**src/rtl/pipe_hazard_unit.sv**
```systemverilog
// Pipeline hazard unit: EX operand forwarding, load-use stall sequencing,
// redirect squash sequencing and saturating stall/flush statistics.
module pipe_hazard_unit #(
  parameter int unsigned XLEN      = 32,
  parameter int unsigned NFWD      = 2,
  parameter int unsigned LOAD_LAT  = 1,
  parameter int unsigned FLUSH_CYC = 1,
  parameter int unsigned CNT_W     = 16
) (
  input  logic                 clk,
  input  logic                 rst,
  input  logic [4:0]           id_rs,
  input  logic [4:0]           id_rt,
  input  logic                 id_rs_used,
  input  logic                 id_rt_used,
  input  logic [4:0]           ex_rs,
  input  logic [4:0]           ex_rt,
  input  logic [4:0]           ex_rw,
  input  logic                 ex_regwr,
  input  logic                 ex_memread,
  input  logic [XLEN-1:0]      ex_busA,
  input  logic [XLEN-1:0]      ex_busB,
  input  logic [5*NFWD-1:0]    fwd_rw,
  input  logic [NFWD-1:0]      fwd_regwr,
  input  logic [XLEN*NFWD-1:0] fwd_data,
  input  logic                 redirect,
  output logic [XLEN-1:0]      ex_alua,
  output logic [XLEN-1:0]      ex_alub,
  output logic                 pc_stall,
  output logic                 if_id_stall,
  output logic                 id_ex_bubble,
  output logic                 if_id_flush,
  output logic                 id_ex_flush,
  output logic [CNT_W-1:0]     stall_cnt,
  output logic [CNT_W-1:0]     flush_cnt
);

  localparam logic [1:0] S_RUN   = 2'd0;
  localparam logic [1:0] S_STALL = 2'd1;
  localparam logic [1:0] S_FLUSH = 2'd2;

  localparam logic [2:0] LAT_RELOAD   = 3'(LOAD_LAT - 1);
  localparam logic [2:0] FLUSH_RELOAD = 3'(FLUSH_CYC);

  logic [1:0]       state_q, state_d;
  logic [2:0]       cnt_q, cnt_d;
  logic [CNT_W-1:0] stall_cnt_q, stall_cnt_d;
  logic [CNT_W-1:0] flush_cnt_q, flush_cnt_d;
  logic             hazard;

  // Forwarding: scan oldest to youngest so the youngest matching stage wins.
  always_comb begin
    ex_alua = ex_busA;
    ex_alub = ex_busB;
    for (int i = int'(NFWD) - 1; i >= 0; i--) begin
      if (fwd_regwr[i] && (fwd_rw[i*5 +: 5] == ex_rs) && (ex_rs != 5'd0))
        ex_alua = fwd_data[i*XLEN +: XLEN];
      if (fwd_regwr[i] && (fwd_rw[i*5 +: 5] == ex_rt) && (ex_rt != 5'd0))
        ex_alub = fwd_data[i*XLEN +: XLEN];
    end
  end

  assign hazard = ex_memread && ex_regwr && (ex_rw != 5'd0) &&
                  ((id_rs_used && (id_rs == ex_rw)) ||
                   (id_rt_used && (id_rt == ex_rw)));

  // Next-state and control decode; redirect overrides every state.
  always_comb begin
    state_d      = state_q;
    cnt_d        = cnt_q;
    pc_stall     = 1'b0;
    if_id_stall  = 1'b0;
    id_ex_bubble = 1'b0;
    if_id_flush  = 1'b0;
    id_ex_flush  = 1'b0;
    if (redirect) begin
      if_id_flush = 1'b1;
      id_ex_flush = 1'b1;
      cnt_d       = FLUSH_RELOAD;
      state_d     = (FLUSH_CYC != 0) ? S_FLUSH : S_RUN;
    end else begin
      case (state_q)
        S_RUN: begin
          if (hazard) begin
            pc_stall     = 1'b1;
            if_id_stall  = 1'b1;
            id_ex_bubble = 1'b1;
            if (LOAD_LAT > 1) begin
              state_d = S_STALL;
              cnt_d   = LAT_RELOAD;
            end
          end
        end
        S_STALL: begin
          pc_stall     = 1'b1;
          if_id_stall  = 1'b1;
          id_ex_bubble = 1'b1;
          cnt_d        = cnt_q - 3'd1;
          if (cnt_q == 3'd1) state_d = S_RUN;
        end
        S_FLUSH: begin
          if_id_flush = 1'b1;
          cnt_d       = cnt_q - 3'd1;
          if (cnt_q == 3'd1) state_d = S_RUN;
        end
        default: begin
          state_d = S_RUN;
          cnt_d   = 3'd0;
        end
      endcase
    end
    if (rst) begin
      pc_stall     = 1'b0;
      if_id_stall  = 1'b0;
      id_ex_bubble = 1'b0;
      if_id_flush  = 1'b0;
      id_ex_flush  = 1'b0;
    end
  end

  // Saturating statistics.
  always_comb begin
    stall_cnt_d = stall_cnt_q;
    flush_cnt_d = flush_cnt_q;
    if (pc_stall && (stall_cnt_q != '1)) stall_cnt_d = stall_cnt_q + CNT_W'(1);
    if (redirect && (flush_cnt_q != '1)) flush_cnt_d = flush_cnt_q + CNT_W'(1);
  end

  always_ff @(posedge clk) begin
    if (rst) begin
      state_q     <= S_RUN;
      cnt_q       <= 3'd0;
      stall_cnt_q <= '0;
      flush_cnt_q <= '0;
    end else begin
      state_q     <= state_d;
      cnt_q       <= cnt_d;
      stall_cnt_q <= stall_cnt_d;
      flush_cnt_q <= flush_cnt_d;
    end
  end

  assign stall_cnt = stall_cnt_q;
  assign flush_cnt = flush_cnt_q;

endmodule

```
**config.mk**
```make
export PLATFORM = sky130hd
export DESIGN_NAME = pipe_hazard_unit
export DESIGN_NICKNAME = d
export VERILOG_FILES = /design/src/rtl/pipe_hazard_unit.sv
export SDC_FILE = /design/constraint.sdc
export NUM_CORES = 1
export LEC_CHECK = 0
export CORE_UTILIZATION = 32
export CTS_BUF_LIST = sky130_fd_sc_hd__clkbuf_4 sky130_fd_sc_hd__clkbuf_8
export CTS_CLUSTER_SIZE = 40
export DETAILED_ROUTE_END_ITERATION = 10
export GPL_ROUTABILITY_DRIVEN = 0
export GPL_TIMING_DRIVEN = 0
export HOLD_SLACK_MARGIN = 0.12
export PLACE_DENSITY = 0.79
export SYNTH_ARGS = -nofsm -noshare
export SYNTH_HDL_FRONTEND = slang
export SYNTH_SLANG_ARGS = --single-unit
export TNS_END_PERCENT = 30
```
**constraint.sdc**
```tcl
create_clock -name clk -period 2.25 [get_ports clk]
set_input_delay 0.45 -clock clk [delete_from_list [all_inputs] [get_ports clk]]
set_output_delay 0.45 -clock clk [all_outputs]
set_load 0.02 [all_outputs]
```
* Word level (Yosys, flattened, before mapping)
Index checks and enable logic that the tools add are counted.
Storage, ports and cells: register bits after elaboration 37, input bits 172, output and inout port bits 101, word-level logic and storage cells 66
Operators by class: $add $sub $neg 3, equal/unequal tests 14, mux-type cells 18, reductions and logical operators 24, bitwise logic cells 1
Operators with widths (number):
- $mux 32 | 4
- $add 16x1->16 const B | 2
- $ne 16x16->1 const B | 2
- $eq 5x5->1 | 6
- $logic_and 1x1->1 | 15
- $reduce_bool 5->1 | 3
- $mux 1 | 9
- $pmux 3 s2 | 1
- $mux 2 | 2
- $pmux 2 s2 | 1
- $reduce_and 2->1 | 2
- $reduce_or 2->1 | 2
- $eq 3x1->1 const B | 1
- $ne 3x1->1 const B | 1
- $sub 3x1->3 const B | 1
- $eq 2x1->1 const B | 1
- $eq 2x2->1 const B | 1
- $logic_not 2->1 | 1
- $ne 2x1->1 const B | 1
- $ne 2x2->1 const B | 1
- $pmux 1 s2 | 1
- $logic_or 1x1->1 | 1
- $not 1->1 | 1

* Longest topological paths before layout
Gate-level depths: netlist of the first run.
depth in word-level cells 9, mapped depth 9, gate-level depth less buffers 6

* Worst setup path after synthesis of the first run
No wires, ideal clock.
path type in2out, from input ex_rs[1], to output ex_alua[10], buffers on the path 1, arrival 2.121 ns, required time 1.800 ns, cell stages on the path 6, slack -0.321 ns, cells stage by stage or4_1 -> nor2_1 -> nor4_4 -> buf_2 -> mux2i_1 -> o21ai_0
Between the ends: cells in the longest elaborated chain, start to end 5, elaborated cells on any way between the ends 9, classes of those cells eq/ne: 2; mux: 2; reduce/logical: 5
RTL lines:
- from (decl) | line 16 | input logic [4:0] ex_rs,
- $eq 5x5->1 | line 56 | if (fwd_regwr[i] && (fwd_rw[i*5 +: 5] == ex_rs) && (ex_rs != 5'd0))
- $logic_and 1x1->1 (2 in series) | line 56
- $mux 32 | line 56
- $mux 32 (*) | line 56
- to (decl) | line 27 | output logic [XLEN-1:0] ex_alua,
Every way passes the cells marked *; elsewhere a longest branch is shown, timed or not.

* Final worst setup path of the first run
from input ex_rs[4], to output ex_alua[8]
Same word-level chain as after synthesis.

==> results of run 1 <==
-- state kept, by name, indices dropped and copies added, names as in the netlist --
| signal | flops |
|---|---|
| state_q | 1 |
| flush_cnt | 16 |
| stall_cnt | 16 |
| cnt_q | 3 |
-- power groups by stage --
stage | Sequential, mW | Combinational (mW) | Clock, mW
floorplan | 0.674 | 0.340 | 0
global placement | 0.671 | 0.901 | 0
detailed placement | 0.672 | 0.921 | 0
CTS | 0.657 | 0.980 | 0.458
global route | 0.659 | 1.12 | 0.483
finish | 0.658 | 1.07 | 0.447
-- worst min-delay path, stage by stage, from the launching register on --
cell and delay, ps:
dfxtp_1 340, o31ai_1 80, a21oi_1 60
-- timing repair --
item                                    4_1_cts  5_1_grt
gates cloned                                 12        4
resized for setup                           570      131
pin swaps                                    33       33
setup buffers                                25        5
hold endpoints to repair                      0        0
endpoints found under the setup margin       84       85
-- area by class of cell --
| cell class | count | area (µm²) | area share [%] |
|---|---|---|---|
| Clock buffer | 6 | 76.3 | 0.973 |
| Timing Repair Buffer | 316 | 3170 | 40.5 |
| Inverter | 7 | 26.3 | 0.335 |
| Multi-Input combinational cell | 408 | 3190 | 40.7 |
| Tap cell | 140 | 175 | 2.23 |
| Antenna cell | 6 | 15.0 | 0.191 |
| Sequential cell | 36 | 721 | 9.19 |
| Buffer | 31 | 459 | 5.85 |
| Clock inverter | 1 | 5.00 | 0.0638 |
-- through the flow --
stage / setup slack (ps) / cells
after floorplan: -113 / 483
after detailed placement: -1600 / 895
after CTS: -320 / 939
after global placement: -1620 / 895
final: -328 / 951
after global routing: -546 / 950
-- layout by cell type, fill, tap and decap left out, types with 4 or more instances in the layout --
cell	Yosys	layout
a211oi_1	5	5
a21oi_1	16	16
and3_1	5	5
buf_12	0	10
buf_2	7	8
buf_4	4	59
buf_6	0	48
buf_8	0	10
clkbuf_1	20	4
clkbuf_16	0	14
clkbuf_2	0	13
clkbuf_8	0	8
clkdlybuf4s50_1	0	163
dfxtp_1	36	36
diode_2	0	6
dlygate4sd2_1	0	6
dlymetal6s2s_1	0	6
ha_1	4	4
inv_1	7	7
mux2i_1	65	48
mux2i_2	0	15
nand2_1	76	61
nand2_2	0	13
nand3_1	11	11
nand4_1	10	10
nor2_1	30	28
nor4_4	2	4
o21ai_0	46	6
o21ai_1	26	28
o21ai_2	1	37
o31ai_1	10	10
or3_1	7	7
or4_1	13	10
xnor2_1	22	16
xnor2_2	0	6
xor2_1	22	12
xor2_2	0	10
-- kinds of logic after synthesis --
| group | after synthesis |
|---|---|
| compound gates | 115 |
| xor+xnor | 44 |
| fa+ha+maj | 4 |
| buf+inv | 39 |
| flops | 36 |
| mux | 68 |
| simple gates | 177 |
-- per-layer routing --
metal  global-route usage (%)  share of wire (%)
met1                     34.1                 36
met2                     57.8                 50
met3                     9.81                9.8
met4                     14.0                3.9
met5                        0                  0
-- synth_stat cells, drive strengths merged, types with 7 or more instances --
cell	number	area (µm²)
mux2i	65	651
inv	7	26.3
or3	7	43.8
nand3	11	55.1
nor4	8	92.6
xnor2	22	193
dfxtp	36	721
a21oi	16	80.1
o21ai	73	369
or4	13	97.6
clkbuf	20	75.1
nand4	11	75.1
buf	12	68.8
xor2	22	193
nand2	76	285
o31ai	10	75.1
nor2	30	113
-- worst paths after layout --
kind,slack (ps),endpoint,cells past startpoint
worst max-delay path,-330,ex_alua[8],10
worst min-delay path,530,stall_cnt[14]$_SDFFE_PP0P_,2
worst max register to register,130,stall_cnt[5]$_SDFFE_PP0P_,8
worst min register to register,530,stall_cnt[14]$_SDFFE_PP0P_,2
==> metrics, run 1 <==
status=complete, but fails checks; failing checks=negative setup slack; Clock power frac=20.5%; Area after DPL=6600 µm²; actual slew at the worst max-slew pin=522 ps; Peak VDD IR=361 µV; max-slew violations=0; share of cells above drive strength 1=35.3%; Port-buffer cells=272; CTS tree=done; Mapped Cells=483; Seq cells post-synth=36; yosys warns=0; first-pass GRT wire length=28.5 mm; Post-synth ARST share=0%; mux contribution to synthesized area=19.1%; Logic pwr share=49.3%; post-synthesis sequential area ratio=20.1%; largest family of logic cells by synthesized area=simple AND/OR/NAND/NOR gates; placed wire-length estimate=13.8 mm; Synth Area in Compound Gates=18.4%; Mapped Area=3590 µm²; CP Class=in -> out; clk_skew=5.13 ps; Synth Flop Type=dfxtp_1; cell class contributing the biggest share of worst-path delay=simple AND/OR/NAND/NOR gates; Reg clk slew, reported paths=70 ps; Simple-Gate Fraction of Synth Area=25.6%; drt via density=5.57; Reg2Reg Launch Point=stall_cnt[0]$_SDFFE_PP0P_; final antenna-violating net count=0; crit-path max cell delay=540 ps; Max Clk Rate=388 MHz; initial core utilization=33.0%; total power=2.18 mW; Pleak=2.87 nW; critical path launch point type=input port; DRC errors left=0; Min Hold Slack=531 ps; initial antenna violation count=6; Slowest cell on crit path=or4_4; register share of total power=30.2%; Synth Area in Adders=1.39%; crit path time final=2580 ps; via count=5294; clk sinks=36; largest net degree at the start of global routing=11; P&R area growth vs syn=119%; Clock Tree Root=clkbuf_8; Max Root-Sink Buffers=2; final critical-path share of the clock period=115%; DRT Pass-1 Iters=5; Final Hold Viols=0; RSZ-0062 raised after global routing=true; Worst Min Path Start=stall_cnt[14]$_SDFFE_PP0P_; vias in the first global route=5207; CTS Hold Buffers Added=0; total gr overflow=0; Yosys cell types=45; Post-Synth XOR/XNOR Area=10.7%; crit path from=ex_rs[4]; # setup viols final=64; overall routed net length=20.8 mm; Pint=1.45 mW; Final TNS setup=-17010 ps; Die Ht=108 µm; HP Class=reg -> reg; worst path cell trace=buf_8 -> or4_4 -> nor2_4 -> nor4_4 -> buf_4 -> buf_12 -> buf_4 -> mux2i_1 -> o21ai_2 -> buf_4; EDFF count, synth=0; Sw Pwr=0.725 mW; Fill cells=788; WP data required=1800 ps; standard-cell rows=38; Critical Path Sink Type=primary output; Post-Layout Inst Area=7840 µm²; max_slew headroom=65.2%; Net Sw Frac=33.3%; crit-path max FO=8; Final Net Count=981; Chip Width=108 µm; overall routing resource usage=32.0%; H-tree depth=2; data arrival time of the worst path=2130 ps; pwr dens=278 nW/µm²; core area=10900 µm²; fin worst setup slack=-328 ps; Skew-Pair Late Insertion Delay=280 ps; CTS Buf Count=5; Post-Syn Nets=659; die outline area=11600 µm²; Avg WL per Cell=21.9 µm; post-layout util=72.0%; total of max-cap violations=0; Crit path top cell by count=buf_4; IO Pins=273; crit path buf inv count=5; post-synthesis area per instance=7.43 µm²; DR iter-0 viols=374
Power figures use the tool's default switching activity.
==> inputs of run 2 (changes only) <==
Settings changed: CTS_BUF_LIST sky130_fd_sc_hd__clkbuf_4 sky130_fd_sc_hd__clkbuf_8 to sky130_fd_sc_hd__clkbuf_4.
==> run 2 against run 1 <==
The run still ends with negative setup slack left. Final cell count is 0.21% lower. Clock-buffer cell count stayed put. Core utilization is 0.78 points lower. Die area stayed put. Non-clock buffer count is 1 higher. Via count is 1.8% lower. Clock power is 23% lower.
==> metrics, run 2 (synthesis gave the netlist of run 1 again) <==
status=complete, but fails checks; failing checks=negative setup slack; vias in the first global route=5171 (-0.69%); DRC errors left=0 (unchanged); Chip Width=108 µm (unchanged); clk_skew=10.1 ps (+5.01 ps); # setup viols final=64 (unchanged); max-slew violations=0 (unchanged); H-tree depth=2 (unchanged); crit-path max FO=6 (-2); IO Pins=273 (unchanged); DRT Pass-1 Iters=5 (unchanged); final antenna-violating net count=0 (unchanged); largest net degree at the start of global routing=11 (unchanged); initial core utilization=33.0% (unchanged); overall routing resource usage=31.7% (-0.28 points); Peak VDD IR=310 µV (-14%); first-pass GRT wire length=28.2 mm (-0.99%); crit path time final=2580 ps (-1.13 ps); Fill cells=810 (+2.8%); final critical-path share of the clock period=115% (about the same); commonest non-fill, non-tap cell in the layout=clkdlybuf4s50_1; critical path launch point type=input port; HP Class=reg -> reg; clk sinks=36 (unchanged); data arrival time of the worst path=2130 ps (about the same); max_slew headroom=65.6% (+0.41 points); die outline area=11600 µm² (unchanged); Max Clk Rate=388 MHz (about the same); Pleak=2.84 nW (-1.1%); initial antenna violation count=4 (-2); Skew-Pair Late Insertion Delay=340 ps (+60 ps); total gr overflow=0 (unchanged); fin worst setup slack=-327 ps (+1.13 ps); via count=5197 (-1.8%); CTS Hold Buffers Added=0 (unchanged); Die Ht=108 µm (unchanged); total of max-cap violations=0 (unchanged); DR iter-0 viols=250 (-33%); CTS Buf Count=5 (unchanged); post-layout util=71.3% (-0.78 points); Min Hold Slack=517 ps (-14.0 ps); overall routed net length=20.2 mm (-2.7%); Clock Tree Root=clkbuf_4; standard-cell rows=38 (unchanged); placed wire-length estimate=13.8 mm (unchanged); share of cells above drive strength 1=35.0% (-0.29 points); actual slew at the worst max-slew pin=516 ps (-6.14 ps); P&R area growth vs syn=116%; core area=10900 µm² (unchanged); pwr dens=266 nW/µm² (-4.3%); most frequent cells in the layout=164 x clkdlybuf4s50_1, 59 x nand2_1, 58 x buf_4, 49 x buf_6, 48 x mux2i_1; Final Hold Viols=0 (unchanged); Max Root-Sink Buffers=2 (unchanged); Final TNS setup=-16940 ps (+61.7 ps); CTS tree=done; RSZ-0062 raised after global routing=true; Port-buffer cells=272 (unchanged); Avg WL per Cell=21.3 µm (-2.5%); Critical Path Sink Type=primary output; Reg clk slew, reported paths=110 ps (+40 ps); drt via density=5.48 (-1.6%); Final Net Count=982 (+0.10%); WP data required=1800 ps (about the same); CP Class=in -> out
[run 2: cell count changes in the layout (fill, tap and decap cells not counted), sizes merged]
cell           before  now
clkbuf             41   42
clkdlybuf4s50     163  164
buf               135  134
dlymetal6s2s        6    5
diode               6    3
dlygate4sd2         6    7
[run 2: final timing paths]
kind	startpoint	to	slack, ps	cells after the start
worst max-delay path	fwd_rw[1]	ex_alub[31]	-330	8
worst min-delay path	cnt_q[1]$_SDFFE_PP0P_	cnt_q[1]$_SDFFE_PP0P_	520	2
worst max register to register	stall_cnt[0]$_SDFFE_PP0P_	stall_cnt[5]$_SDFFE_PP0P_	150	8
worst min register to register	cnt_q[1]$_SDFFE_PP0P_	cnt_q[1]$_SDFFE_PP0P_	520	2
[run 2: critical path, stage by stage]
cell and delay, ps:
dlygate4sd2_1 280, xor2_1 220, nor4_4 420, buf_6 250, clkbuf_16 180, nand2_2 50, o21ai_1 90, buf_4 170
[run 2: metrics by stage]
stage / power [mW] / instance area [µm²] / std cells / worst slack, ps
6_report: 2.06 / 7760 / 949 / -327
5_1_grt: 2.14 / 7760 / 949 / -388
4_1_cts: 1.99 / 7430 / 939 / -320
3_5_place_dp: 1.59 / 6600 / 895 / -1600
3_3_place_gp: 1.57 / 6600 / 895 / -1620
2_1_floorplan: 1.01 / 3700 / 483 / -113
[run 2: power by group]
part	total, mW	switching, mW	leakage, nW	internal [mW]
combinational	1.06	0.482	2.51	0.578
clock	0.344	0.217	0.0315	0.127
sequential	0.658	0.0118	0.291	0.646
[run 2: routing by layer]
| layer | global-route usage, % | vias up | part of all wire, % |
|---|---|---|---|
| li1 | - | 2396 | - |
| met1 | 33.9 | 2460 | 37 |
| met2 | 56.3 | 265 | 49 |
| met3 | 9.75 | 74 | 9.1 |
| met4 | 15.8 | 2 | 4.7 |
| met5 | 0 | - | 0.089 |
[run 2: what timing repair did]
action | 4_1_cts | 5_1_grt
pin swaps | 33 | 27
resized for setup | 569 | 121
cloned | 12 | 4
hold endpoints to repair | 0 | 0
setup buffers | 25 | 6
setup endpoints to repair | 82 | 83
[run 2: layout make-up]
cell class / count / area (µm²) / share of cell area (%)
inverters: 7 / 26.3 / 0.339
diodes: 3 / 7.51 / 0.0968
well taps: 140 / 175 / 2.26
clock inverters: 1 / 5.00 / 0.0645
multi-input cells: 408 / 3160 / 40.8
repair buffers: 317 / 3160 / 40.7
plain buffers: 31 / 459 / 5.92
flip-flops and latches: 36 / 721 / 9.29
clock buffers: 6 / 45.0 / 0.581
==> variant: new RTL, flow settings as in run 2 <==
The parameter `XLEN` goes from 32 to 36.
--- a/src/rtl/pipe_hazard_unit.sv
+++ b/src/rtl/pipe_hazard_unit.sv
@@ -1,7 +1,7 @@
 // Pipeline hazard unit: EX operand forwarding, load-use stall sequencing,
 // redirect squash sequencing and saturating stall/flush statistics.
 module pipe_hazard_unit #(
-  parameter int unsigned XLEN      = 32,
+  parameter int unsigned XLEN      = 36,
   parameter int unsigned NFWD      = 2,
   parameter int unsigned LOAD_LAT  = 1,
   parameter int unsigned FLUSH_CYC = 1,
Ports: changed (5 resized); port bits go from 273 to 297. The function was not compared with the original's and may differ.
==> variant against run 2 <==
- the run still ends with setup timing left
- sequential cell count did not move
- synthesized area increased by 2.6%
- critical path depth rose by 1
- final cell count up 3.8%
- routed wire length grew 9.3%
- power up 5.0%
- sequential power is essentially flat
- global-route usage grew 3.7 points
- worst setup slack lost 39 ps
- cell area increased by 2.1%
- largest power group unchanged
==> variant: results (changes against run 2) <==
drt-met1-wl_mm: 8.341  # +11%
antenna_found_initial: 10  # +6
num_vias: 5571  # +7.2%
swShare: 0.3595  # +0.01491
fin_nets: 1029  # +4.8%
setup_ws_ps: -366.1  # -38.97 ps
yosysUniqueCellTypes: 38  # -16%
met3_usage: 0.1172  # +0.01970
yosysSeqAreaShare: 0.1957  # -0.005048
r2r-end: "stall_cnt[2]"
grt_pass1_wl_mm: 31.41  # +11%
p_per_area_nw_per_um2: 273.2  # +2.8%
synthFlopType: "dfxtp_1"
synth_mux_area_frac: 0.2046  # +0.01389
cp-endpoint: "ex_alub[25]"
use_met1: 0.4337  # +0.09465
grt_start_max_net_pins: 14  # +3
wl_mm: 22.09  # +9.3%
clk-insertion-delay-late_ps: 360  # +20 ps
final-setup-viol-count: 72  # +13%
track_usage: 0.3544  # +0.03742
met2_usage: 0.5782  # +0.01544
first_iter_violations: 505  # +100%
synth-xor-area-share: 0.1070  # -0.0003208
finClkSkew_ps: 17.27  # +7.125 ps
finalSetupTns_ps: -18770  # -1824 ps
max_stage_delay_ps: 300  # -120 ps
synthAdderAreaFrac: 0.01359  # -0.0003506
cts_resized: 629  # +11%
wl_met2_mm: 10.14  # +2.3%
dp.final_hpwl_mm: 16.60  # +20%
synthTopCellsByArea: "mux2i_1 (20%), dfxtp_1 (20%), nand2_1 (8.8%)"
path_max_fanout: 8  # +2
highest_layer: "met5"
numPortBuffers: 296  # +8.8%
power_frac_clock: 0.173  # +0.006
dr.pass1.iters: 7  # +2
reg2reg_setup_slack_ps: 100  # -50 ps
ir_worst_vdd_mv: 0.3230  # +4.1%
violations: "setup timing"
post-cts-setup-buffers: 18  # -28%
wl_met3_mm: 2.795  # +52%
status: "complete, but fails checks"
syn_nets: 698  # +5.9%
==> variant: cell types whose count changed after synthesis, sizes merged, moves of 3 or more <==
cell	before	now
a211oi	5	2
nand2	76	86
mux2i	65	73
nor2	30	27
xor2	22	26
nand4	11	15
or3	7	4
o21ai	73	78
buf	12	16
nand3	11	16
xnor2	22	19
inv	7	4
==> variant: layout make-up <==
cell class                 count  area, um2
timing repair buffer         325       3224
multi-input combinational    430       3212
tap                          140      175.2
fill                         825       3108
inverter                       4      15.01
antenna                        7      17.52
buffer                        35      493.0
sequential                    36      724.4
clock inverter                 3      23.77
clock buffer                   5      37.54
==> variant: metrics by stage <==
step / hold WS, ps / area [um2] / std cells / setup slack [ps]
2_1_floorplan: 480.1 / 3809 / 506 / -235.9
6_report: 539.1 / 7923 / 985 / -366.1
3_5_place_dp: 522.0 / 6947 / 942 / -1725
3_3_place_gp: 492.2 / 6947 / 942 / -1713
4_1_cts: 537.0 / 7692 / 975 / -371.0
5_1_grt: 563.1 / 7918 / 983 / -411.7
